--- config.mk ---
export PLATFORM = sky130hd
export DESIGN_NAME = fetch_queue
export DESIGN_NICKNAME = d
export VERILOG_FILES = /design/src/rtl/fetch_queue_pkg.sv /design/src/rtl/fq_storage.sv /design/src/rtl/fetch_queue.sv
export SDC_FILE = /design/constraint.sdc
export NUM_CORES = 1
export LEC_CHECK = 0
export BUFFER_PORTS_ARGS = -buffer_cell sky130_fd_sc_hd__buf_2
export CAP_MARGIN = 0
export CORE_MARGIN = 8
export CORE_UTILIZATION = 57
export CTS_CLUSTER_SIZE = 30
export DETAILED_ROUTE_END_ITERATION = 10
export PLACE_DENSITY = 0.85
export SYNTH_ARGS = -nofsm -noshare
export SYNTH_HDL_FRONTEND = slang
export SYNTH_HIERARCHICAL = 1
export SYNTH_SLANG_ARGS = --single-unit
--- constraint.sdc ---
create_clock -name clk -period 14.1 [get_ports clk]
set_clock_uncertainty 0.05 [all_clocks]
set_input_delay 0 -clock clk [delete_from_list [all_inputs] [get_ports clk]]
set_output_delay 0 -clock clk [all_outputs]
set_load 0.005 [all_outputs]
--- src/rtl/fetch_queue_pkg.sv ---
// Shared widths and constants for the fetch/decode decoupling queue.
package fetch_queue_pkg;
  localparam int ADDR_WIDTH_DEF = 32;
  localparam int DATA_WIDTH_DEF = 32;
  // addi x0, x0, 0 -- also reused by decode and the hazard unit as the bubble instruction
  localparam logic [31:0] NOP_INSTR = 32'h0000_0013;

  function automatic int entry_width(input int aw, input int dw);
    return 2 * aw + dw;
  endfunction
endpackage

--- src/rtl/fq_storage.sv ---
// Queue entry array: one synchronous write port, one asynchronous read port, no reset.
module fq_storage #(
  parameter int DEPTH = 2,
  parameter int WIDTH = 96,
  localparam int AW = $clog2(DEPTH)
) (
  input  logic             clk,
  input  logic             we,
  input  logic [AW-1:0]    waddr,
  input  logic [WIDTH-1:0] wdata,
  input  logic [AW-1:0]    raddr,
  output logic [WIDTH-1:0] rdata
);
  logic [DEPTH-1:0][WIDTH-1:0] mem;

  always_ff @(posedge clk) begin
    if (we) mem[waddr] <= wdata;
  end

  assign rdata = mem[raddr];
endmodule

--- src/rtl/fetch_queue.sv ---
// Circular fetch->decode queue; flush drops all entries, if_ready depends only on registered count.
module fetch_queue
  import fetch_queue_pkg::*;
#(
  parameter int DEPTH      = 2,
  parameter int ADDR_WIDTH = ADDR_WIDTH_DEF,
  parameter int DATA_WIDTH = DATA_WIDTH_DEF
) (
  input  logic                  clk,
  input  logic                  rst,
  input  logic                  flush,
  input  logic                  if_valid,
  input  logic [ADDR_WIDTH-1:0] if_pc,
  input  logic [DATA_WIDTH-1:0] if_instr,
  input  logic [ADDR_WIDTH-1:0] if_pc_plus4,
  output logic                  if_ready,
  output logic                  id_valid,
  output logic [ADDR_WIDTH-1:0] id_pc,
  output logic [DATA_WIDTH-1:0] id_instr,
  output logic [ADDR_WIDTH-1:0] id_pc_plus4,
  input  logic                  id_ready
);
  localparam int AW = $clog2(DEPTH);
  localparam int EW = entry_width(ADDR_WIDTH, DATA_WIDTH);
  localparam logic [AW:0] FULL = (AW+1)'(DEPTH);

  logic [AW-1:0] wr_ptr, rd_ptr;
  logic [AW:0]   count;
  logic          push, pop;
  logic [EW-1:0] rdata;

  assign if_ready = (count != FULL);
  assign id_valid = (count != '0);
  assign push     = if_valid & if_ready & ~flush;
  assign pop      = id_valid & id_ready & ~flush;

  // Pointers wrap by natural overflow since DEPTH is a power of two.
  always_ff @(posedge clk) begin
    if (rst || flush) begin
      wr_ptr <= '0;
      rd_ptr <= '0;
      count  <= '0;
    end else begin
      if (push) wr_ptr <= wr_ptr + 1'b1;
      if (pop)  rd_ptr <= rd_ptr + 1'b1;
      case ({push, pop})
        2'b10:   count <= count + 1'b1;
        2'b01:   count <= count - 1'b1;
        default: count <= count;
      endcase
    end
  end

  fq_storage #(.DEPTH(DEPTH), .WIDTH(EW)) u_storage (
    .clk   (clk),
    .we    (push & ~rst),
    .waddr (wr_ptr),
    .wdata ({if_pc, if_instr, if_pc_plus4}),
    .raddr (rd_ptr),
    .rdata (rdata)
  );

  // Empty queue presents a NOP bubble so decode never sees stale storage.
  always_comb begin
    id_pc       = '0;
    id_instr    = DATA_WIDTH'(NOP_INSTR);
    id_pc_plus4 = '0;
    if (id_valid) begin
      {id_pc, id_instr, id_pc_plus4} = rdata;
    end
  end
endmodule
==> flow_summary.yaml <==
logic_synthesis:
  avgSynthCellArea_um2: 18.52
  ys_types: 23
  synth_fp_nets: 535
  synth-seq-cells: 196
  ys_async_sr_fraction_pct: 0
  synth_top_cell_by_area: "edfxtp_1"
  yosysSeqAreaShare_pct: 72.89
  synth_top_area_share_pct: 71.89
  synthTopCellsByArea: "edfxtp_1, mux2_2, mux2_4"
  netlist_area_mm2: 0.008020
  yosys_warnings: 6
  synthCells: 433
  synth_ff_type: "edfxtp_1"
  synth-edff-count: 192
floorplanning:
  core_area_mm2: 0.01383
  die_h_um: 134.6
  die_area_mm2: 0.01812
  io_pins: 199
  die_w_um: 134.6
  placementRows: 43
  floorplan.initialDensity_pct: 58.00
grt:
  grt_pass1_vias: 5103
  antenna_found_initial: 2
  grt.total_usage_pct: 18.92
  grt_pass1_wl_um: 26360
  overflow: 0
  grt_max_degree: 54
power:
  p_leak_nw: 4.185
  power_density_mw_per_mm2: 109.8
  finalPower_mw: 1.165
  irDropWorstVdd_v: 0.00007976
finish:
  num-nets-final: 835
  drive_above_1_share_pct: 44.34
  area_growth_pct: 32.25
  mostFrequentLayoutCell: "buf_2"
  utilization_pct: 76.71
  layout_common_cells: "buf_2, edfxtp_1, dlygate4sd3_1"
  final_cell_area_mm2: 0.01061
critical_path:
  worstPathArrival_ns: 2.74
  worstSetupPathType: "flip-flop to output pin"
  reg2reg_depth: 4
  crit_path_end_kind: "output pin"
  start_kind: "flip-flop"
  r2r_start: "count[0]$_SDFFE_PP0P_"
  reg2reg_slack_ns: 11.54
  reg2reg_to: "u_storage/mem[175]$_DFFE_PP_"
  crit_path_max_fanout: 51
  cp.required_ns: 14.05
clock_network:
  worstSkewPairLatency_ns: 0.42
  cts-buffers-inserted: 17
  cts_resized: 0
  cts_sinks: 196
  cts-root-buf: "clkbuf_16"
  clk_pin_slew_worst_paths_ns: 0.06
  htreeDepth: 4
  clk_path_buf_depth: 2
  cts_tree: "built"
  postCtsSetupRepairBufs: 0
timing:
  tightestPinTransition_ns: 0.7778
  relSlewSlack_pct: 48.15
  fin_tns_setup_ns: 0
  fin_crit_ns: 2.790
  fmax_ghz: 0.3585
  hold_viol: 0
  setup_viol: 0
  period_share_pct: 19.79
  rsz0062_at_grt: "no"
  final_max_slew_viol_count: 0
min_path:
  hold_start: "flush"
  hold_path_end: "count[0]$_SDFFE_PP0P_"
  whs_path_depth: 5
  hold_path.class: "primary input to flip-flop"
drt:
  drc: 0
  viasPerCell: 5.119
  drt_wl_total_um: 17250
  routedWlPerCell_um: 18.67
  drt_first_pass_iters: 4
  vias: 4730
  ant_nets: 0
  first_iter_violations: 269
run:
  maxCapViolCount: 0
placed_design:
  dp_hpwl_um: 10380
  placed_area_mm2: 0.009082
  gp_congestion: 0.7264
  numPortBuffers: 198
run_status:
  status: "finished clean"
## kinds of logic (layout without fill, tap and decap cells)
group	after synthesis	count (layout)	synth area share, %
flops	196	196	72.89
simple gates	108	108	8.315
mux	96	96	15.35
buf+inv	24	333	2.652
compound gates	5	5	0.3120
xor+xnor	3	3	0.3277
fa+ha+maj	1	1	0.1560
other cells	0	2	0
## sequential cells by signal, summed over array words and instances, names as in the netlist
name	count
wr_ptr	1
count	2
rd_ptr	1
u_storage/mem	192
## synthesized netlist by cell type, drive strengths merged, types with 3 or more instances
cell type	instances
and2	94
mux2	96
buf	17
nand2b	3
edfxtp	192
nor2	3
or3	3
dfxtp	4
o21ai	3
clkbuf	5
## repair_timing
item | 4_1_cts | 5_1_grt
endpoints found under the setup margin | 0 | 0
hold endpoints to repair | 196 | 0
hold buffers | 100 | 0
## power breakdown
| part | internal [mW] | switching, mW | total [mW] |
|---|---|---|---|
| clock network | 0.237 | 0.193 | 0.429 |
| logic | 0.0476 | 0.0327 | 0.0803 |
| registers | 0.651 | 0.00369 | 0.655 |
## stage by stage
| step | instances | hold slack (ns) | setup slack (ns) |
|---|---|---|---|
| 2_1_floorplan | 433 | 0.04887 | 8.575 |
| 3_3_place_gp | 794 | 0.1377 | 11.61 |
| 3_5_place_dp | 794 | 0.1412 | 11.54 |
| 4_1_cts | 922 | 0.08875 | 11.28 |
| 5_1_grt | 924 | 0.1185 | 11.19 |
| 6_report | 924 | 0.1073 | 11.31 |
## worst max path at each step
stage,from,end,slack [ns],depth (start not counted)
floorplan,count[0]$_SDFFE_PP0P_,u_storage/mem[0]$_DFFE_PP_,8.58,3
global placement,count[0]$_SDFFE_PP0P_,u_storage/mem[134]$_DFFE_PP_,11.61,4
detailed placement,count[0]$_SDFFE_PP0P_,u_storage/mem[133]$_DFFE_PP_,11.54,4
CTS,rd_ptr$_SDFFE_PP0P_,id_instr[12],11.28,4
global route,rd_ptr$_SDFFE_PP0P_,id_pc[17],11.19,4
finish,rd_ptr$_SDFFE_PP0P_,id_pc[17],11.31,4
## metal layers
layer  vias to the layer above  GRT usage, %  wire length, um
met2                       174         33.81             9228
met1                      2329         19.79             6493
li1                       2198             -                -
met4                         0         8.858              375
met5                         -             0                0
met3                        29         5.981             1151
## critical path, stage by stage, from the launching register on
cell and delay [ns]:
dfxtp_4 0.85, buf_4 0.70, mux2_2 0.41, and2_1 0.14, buf_2 0.13
## final cells by class
class	instances	area, um^2
flip-flops and latches	196	5849
fillers	792	3221
repair buffers	303	2029
multi-input cells	213	1972
clock buffers	17	425.4
well taps	180	225.2
clock inverters	11	92.59
inverters	2	7.507
diodes	2	5.005
No activity file was read; power rests on OpenSTA's default activity.
